==> src/rtl/cmd_responder.sv <==
// cmd_responder: executes one host command at a time. The commands are
// nop, write reg, read reg, write mem and read mem. They run against an
// internal register file and an external single-port synchronous RAM.
// Every accepted command produces exactly one response (data + status).
//
// Handshake rules (both channels): a transfer happens on a rising clock
// edge where valid && ready are both high. The producer holds valid and
// its payload stable until that edge. cmd_ready is high only in IDLE.
// rsp_valid is high only in RESP, and the response payload is held there
// until rsp_ready is seen.
module cmd_responder #(
  parameter int NUM_REGS  = 4,
  parameter int MEM_DEPTH = 16,
  parameter int LANES     = 1
) (
  input  logic                      clock,
  input  logic                      reset,
  input  logic                      cmd_valid,
  output logic                      cmd_ready,
  input  logic [31:0]               cmd_opcode,
  input  logic [31:0]               cmd_id,
  input  logic [31:0]               cmd_mask,
  input  logic [31:0]               cmd_addr,
  input  logic [31:0]               cmd_data,
  output logic                      rsp_valid,
  input  logic                      rsp_ready,
  output logic [31:0]               rsp_data,
  output logic [1:0]                rsp_status,
  output logic                      mem_en,
  output logic                      mem_we,
  output logic [$clog2(MEM_DEPTH)-1:0] mem_addr,
  output logic [32*LANES-1:0]       mem_wdata,
  input  logic [32*LANES-1:0]       mem_rdata,
  output logic [32*NUM_REGS-1:0]    reg_q,
  output logic [2:0]                dbg_state
);

  localparam int AW = $clog2(MEM_DEPTH);
  localparam int IW = (NUM_REGS > 1) ? $clog2(NUM_REGS) : 1;
  localparam int LW = (LANES > 1) ? $clog2(LANES) : 1;
  localparam int MW = 32 * LANES;
  localparam int RW = 32 * NUM_REGS;

  typedef enum logic [2:0] {
    S_IDLE = 3'd0,
    S_RD   = 3'd1,
    S_WAIT = 3'd2,
    S_WR   = 3'd3,
    S_RESP = 3'd4
  } state_t;

  localparam logic [1:0] ST_OK     = 2'd0;
  localparam logic [1:0] ST_BAD_OP = 2'd1;
  localparam logic [1:0] ST_BAD_ID = 2'd2;
  localparam logic [1:0] ST_RANGE  = 2'd3;

  state_t          state_q, state_d;
  logic [RW-1:0]   regs_q, regs_d;
  logic            is_wr_q, is_wr_d;
  logic [LW-1:0]   lane_q, lane_d;
  logic [AW-1:0]   addr_q, addr_d;
  logic [31:0]     data_q, data_d;
  logic [MW-1:0]   word_q, word_d;
  logic [31:0]     rsp_data_q, rsp_data_d;
  logic [1:0]      rsp_status_q, rsp_status_d;

  // decode signals
  logic            is_reg_op;
  logic            is_mem_op;
  logic            bad_op;
  logic            bad_id;
  logic            bad_range;
  logic [1:0]      dec_status;
  logic [31:0]     reg_base;
  logic [31:0]     lane_base;

  // Command decode: status checks in priority order, plus bit offsets of
  // the addressed register and of the latched RAM lane.
  always_comb begin
    is_reg_op  = (cmd_opcode == 32'd1) || (cmd_opcode == 32'd2);
    is_mem_op  = (cmd_opcode == 32'd3) || (cmd_opcode == 32'd4);
    bad_op     = (cmd_opcode > 32'd4);
    bad_id     = (is_reg_op && (cmd_id >= 32'(NUM_REGS))) ||
                 (is_mem_op && (cmd_id != 32'd0));
    bad_range  = is_mem_op && ((cmd_mask >= 32'(LANES)) ||
                               (cmd_addr >= 32'(MEM_DEPTH)));
    if (bad_op) begin
      dec_status = ST_BAD_OP;
    end else if (bad_id) begin
      dec_status = ST_BAD_ID;
    end else if (bad_range) begin
      dec_status = ST_RANGE;
    end else begin
      dec_status = ST_OK;
    end
    reg_base  = 32'(cmd_id[IW-1:0]) << 5;
    lane_base = 32'(lane_q) << 5;
  end

  // Next-state logic. A command is accepted and its side effects start in
  // IDLE. Memory commands then walk RD -> WAIT (-> WR) -> RESP.
  always_comb begin
    state_d      = state_q;
    regs_d       = regs_q;
    is_wr_d      = is_wr_q;
    lane_d       = lane_q;
    addr_d       = addr_q;
    data_d       = data_q;
    word_d       = word_q;
    rsp_data_d   = rsp_data_q;
    rsp_status_d = rsp_status_q;

    case (state_q)
      S_IDLE: begin
        if (cmd_valid) begin
          rsp_status_d = dec_status;
          rsp_data_d   = 32'd0;
          is_wr_d      = (cmd_opcode == 32'd3);
          lane_d       = cmd_mask[LW-1:0];
          addr_d       = cmd_addr[AW-1:0];
          data_d       = cmd_data;
          state_d      = S_RESP;
          if (dec_status == ST_OK) begin
            case (cmd_opcode[2:0])
              3'd0: rsp_data_d = 32'hdeadbeef;
              3'd1: begin
                regs_d[reg_base +: 32] = cmd_data;
                rsp_data_d             = cmd_data;
              end
              3'd2:    rsp_data_d = regs_q[reg_base +: 32];
              default: state_d    = S_RD;
            endcase
          end
        end
      end
      S_RD: begin
        state_d = S_WAIT;
      end
      S_WAIT: begin
        if (is_wr_q) begin
          // Merge the new data into one lane and keep the other lanes as read.
          word_d                  = mem_rdata;
          word_d[lane_base +: 32] = data_q;
          rsp_data_d              = data_q;
          state_d                 = S_WR;
        end else begin
          rsp_data_d = mem_rdata[lane_base +: 32];
          state_d    = S_RESP;
        end
      end
      S_WR: begin
        state_d = S_RESP;
      end
      S_RESP: begin
        if (rsp_ready) begin
          state_d = S_IDLE;
        end
      end
      default: begin
        state_d = S_IDLE;
      end
    endcase
  end

  // State and datapath registers. Reset abandons any command in flight.
  always_ff @(posedge clock) begin
    if (reset) begin
      state_q      <= S_IDLE;
      regs_q       <= '0;
      is_wr_q      <= 1'b0;
      lane_q       <= '0;
      addr_q       <= '0;
      data_q       <= '0;
      word_q       <= '0;
      rsp_data_q   <= '0;
      rsp_status_q <= '0;
    end else begin
      state_q      <= state_d;
      regs_q       <= regs_d;
      is_wr_q      <= is_wr_d;
      lane_q       <= lane_d;
      addr_q       <= addr_d;
      data_q       <= data_d;
      word_q       <= word_d;
      rsp_data_q   <= rsp_data_d;
      rsp_status_q <= rsp_status_d;
    end
  end

  // Handshake and RAM strobes follow the state. They are gated by reset, so
  // nothing is offered or written during the reset cycle.
  always_comb begin
    cmd_ready = (state_q == S_IDLE) && !reset;
    rsp_valid = (state_q == S_RESP) && !reset;
    mem_en    = ((state_q == S_RD) || (state_q == S_WR)) && !reset;
    mem_we    = (state_q == S_WR) && !reset;
  end

  assign mem_addr   = addr_q;
  assign mem_wdata  = word_q;
  assign rsp_data   = rsp_data_q;
  assign rsp_status = rsp_status_q;
  assign reg_q      = regs_q;
  assign dbg_state  = state_q;

endmodule

==> config.mk <==
export PLATFORM = sky130hd
export DESIGN_NAME = cmd_responder
export DESIGN_NICKNAME = d
export VERILOG_FILES = /design/src/rtl/cmd_responder.sv
export SDC_FILE = /design/constraint.sdc
export NUM_CORES = 1
export LEC_CHECK = 0
export ABC_CLOCK_PERIOD_IN_PS = 3800
export CAP_MARGIN = 10
export CORE_MARGIN = 2
export CORE_UTILIZATION = 51
export CTS_BUF_LIST = sky130_fd_sc_hd__clkbuf_8
export CTS_CLUSTER_DIAMETER = 40
export CTS_CLUSTER_SIZE = 30
export DETAILED_ROUTE_END_ITERATION = 10
export PLACE_DENSITY = 0.88
export SYNTH_ARGS = -nofsm -noshare
export SYNTH_HDL_FRONTEND = slang
export SYNTH_SLANG_ARGS = --single-unit
==> constraint.sdc <==
create_clock -name clock -period 3.8 [get_ports clock]
set_clock_uncertainty 0.2 [all_clocks]
set_input_delay 0.76 -clock clock [delete_from_list [all_inputs] [get_ports clock]]
set_output_delay 0.76 -clock clock [all_outputs]
set_load 0.05 [all_outputs]
==> flow_summary.ini <==
[grt]
grt_pass1_wl_mm = 63.9
antenna_found_initial = 1
use_met2 = 0.501
use_met1 = 0.482
met3_usage = 0.0770
grt_max_degree = 267
grt_overflow = 0
track_usage = 0.337
top_usage_layer = met2
grt_pass1_vias = 11200

[synth]
synthAdderAreaFrac = 0.00423
yosysTopAreaCell = dfxtp_1
ys_top_cells_by_area = dfxtp_1 40%, mux2i_1 14%, nand2b_1 8.1%
synthMuxAreaShare = 0.196
ys.flop_type = dfxtp_1
synthesis.area_mm2 = 0.0118
synthCells = 1297
yosys_warnings = 0
yosysSeqAreaShare = 0.397
synth_edf_count = 0
synthXorXnorAreaFrac = 0.000740
synth.most_common_cell = dfxtp_1
yosys.area_share.simple = 0.217
synthesis.nets = 1497
async_flop_share = 0
avgSynthCellArea_um2 = 9.13
synth-compound-area-share = 0.131
yosys_register_bits = 235
ys_types = 44
synth_top_area_share = 0.397
synth_top_family_by_area = simple AND/OR/NAND/NOR gates
synthTopCellsByCount = 235 x dfxtp_1, 205 x nand2_1, 160 x mux2i_1

[layout]
nets = 1855
nFillCells = 1617
multiInputGateArea_mm2 = 0.00653
syn2layout_area_growth_pct = 41.3
regArea_mm2 = 0.00471
drive_above_1_share = 0.0845

[clocking]
root_buffer = clkbuf_8
cts.sinks = 235
cts_tree = built
cts_setup_buffers = 0
cts.clk_slew.worst_paths_ps = 70
ctsLongestPathBuffers = 3
htreeDepth = 2
ctsHoldBuffers = 0
worstSkewPairLatency_ps = 550
cts_resized = 0
numCtsBuffers = 35

[floorplan]
rows = 55
chipHeight_um = 156
fp.dieW_um = 156
core-area_mm2 = 0.0227
floorplan.initialDensity = 0.521
dieArea_mm2 = 0.0244
io_pins = 401

[run_status]
run_status = finished, final reports clean

[setup_path]
path_class = reg2out
critPathCaptureType = output pin
crit_fanout = 16
start_kind = flop
critical_path_required_ps = 2840
cp.arrival_ps = 2250

[pwr]
p_seq_frac = 0.449
finalPower_uw = 5670
p_switching_uw = 1630
power_density_mw_per_mm2 = 339
p_comb_frac = 0.152
vdd.ir_drop.worst_mv = 0.332
netSwitchingFraction = 0.288
power.leakage_uw = 0.00658
internal_power_uw = 4040
clkPwrFrac = 0.399

[hold_path]
hp-class = reg2reg

[place]
numPortBuffers = 400
hpwlAfterDp_mm = 30.8
place_congestion = 0.954

[sta]
tightestPinTransition_ps = 1080
hold_viol_final = 0
fin_crit_ps = 3210
setup_tns_ps = 0
relSlewSlack = 0.279
setup_viol_count_final = 0
fmax_mhz = 312
min_period_over_period = 0.845
rsz0062_at_grt = false
slew_viol_final = 0
fin_hold_ws_ps = 270

[route]
drc_errors = 0
drtPass1Iterations = 5
ant_nets = 0
wirelength_mm = 42.6
drt_iter0_drc = 1186
dr_total_vias = 11500
via_per_inst = 5.86
wl_per_cell_um = 21.6

[run]
cap_viol_max_count = 0
-- final cells by class --
type / count / share of cell area
antenna: 1 / 0.000150
clock buffer: 39 / 0.0321
clock inverter: 24 / 0.0138
inverter: 27 / 0.00606
multi-input combinational: 925 / 0.391
sequential: 235 / 0.281
tap: 285 / 0.0213
timing repair buffer: 431 / 0.255
-- through the flow --
step	area, µm²	std cells	util	setup WS, ps
floorplan	11800	1297	-	86.8
global placement	16000	1903	0.703	621
detailed placement	16000	1903	0.703	560
CTS	16700	1966	0.736	571
global route	16700	1967	0.736	503
finish	16700	1967	0.736	591
-- worst paths after layout --
path	from	slack (ps)	to	cells past startpoint
worst min-delay path	mem_addr[3]	270	mem_addr[3]	2
worst max register to register	dbg_state[1]	1080	rsp_data[24]	4
worst min register to register	mem_addr[3]	270	mem_addr[3]	2
worst max-delay path	dbg_state[1]	590	mem_we	2
-- state kept, by name, indices dropped and copies added (netlist names) --
register / count
rsp_status: 2
lane_q: 1
is_wr_q: 1
rsp_data: 32
dbg_state: 3
mem_addr: 4
reg_q: 128
data_q: 32
mem_wdata: 32
-- cells by family after synthesis --
logic type / Yosys count
AO/OA/AOI/OAI: 212
XOR/XNOR: 1
adder cells (fa/ha/maj): 4
buffers and inverters: 137
flip-flops: 235
multiplexers: 192
AND/OR/NAND/NOR: 516
-- per-layer routing --
metal  vias up  routed length, µm
li1       5296                  -
met1      5517              18400
met2       632              18400
met3        86               4450
met4         0               1340
met5         -                  0
-- power groups by stage --
stage | clock network (µW) | logic [µW] | registers [µW]
final | 2270 | 862 | 2540
after global routing | 2390 | 906 | 2550
after CTS | 2290 | 849 | 2540
after detailed placement | 0 | 842 | 2600
after global placement | 0 | 830 | 2600
after floorplan | 0 | 349 | 2680
-- placed cells by master, fill, tap and decap left out, types with 10 or more instances in the layout --
cell type and count:
clkdlybuf4s50_1 396, dfxtp_1 234, nand2_1 205, mux2i_1 160, nand2b_1 154, nor2_1 75, a21oi_1 48, clkbuf_8 39
a221oi_1 33, a211oi_1 32, mux4_2 32, inv_1 30, nor4_1 30, buf_4 28, o21bai_1 24, a221o_1 24
o22ai_1 24, nor2b_1 16, nand4_1 10
-- worst max-delay path, stage by stage (launching register included) --
cell             delay, ps
dfxtp_1                680
and3_1                 240
clkdlybuf4s50_1        790
Power figures use the tool's default switching activity.
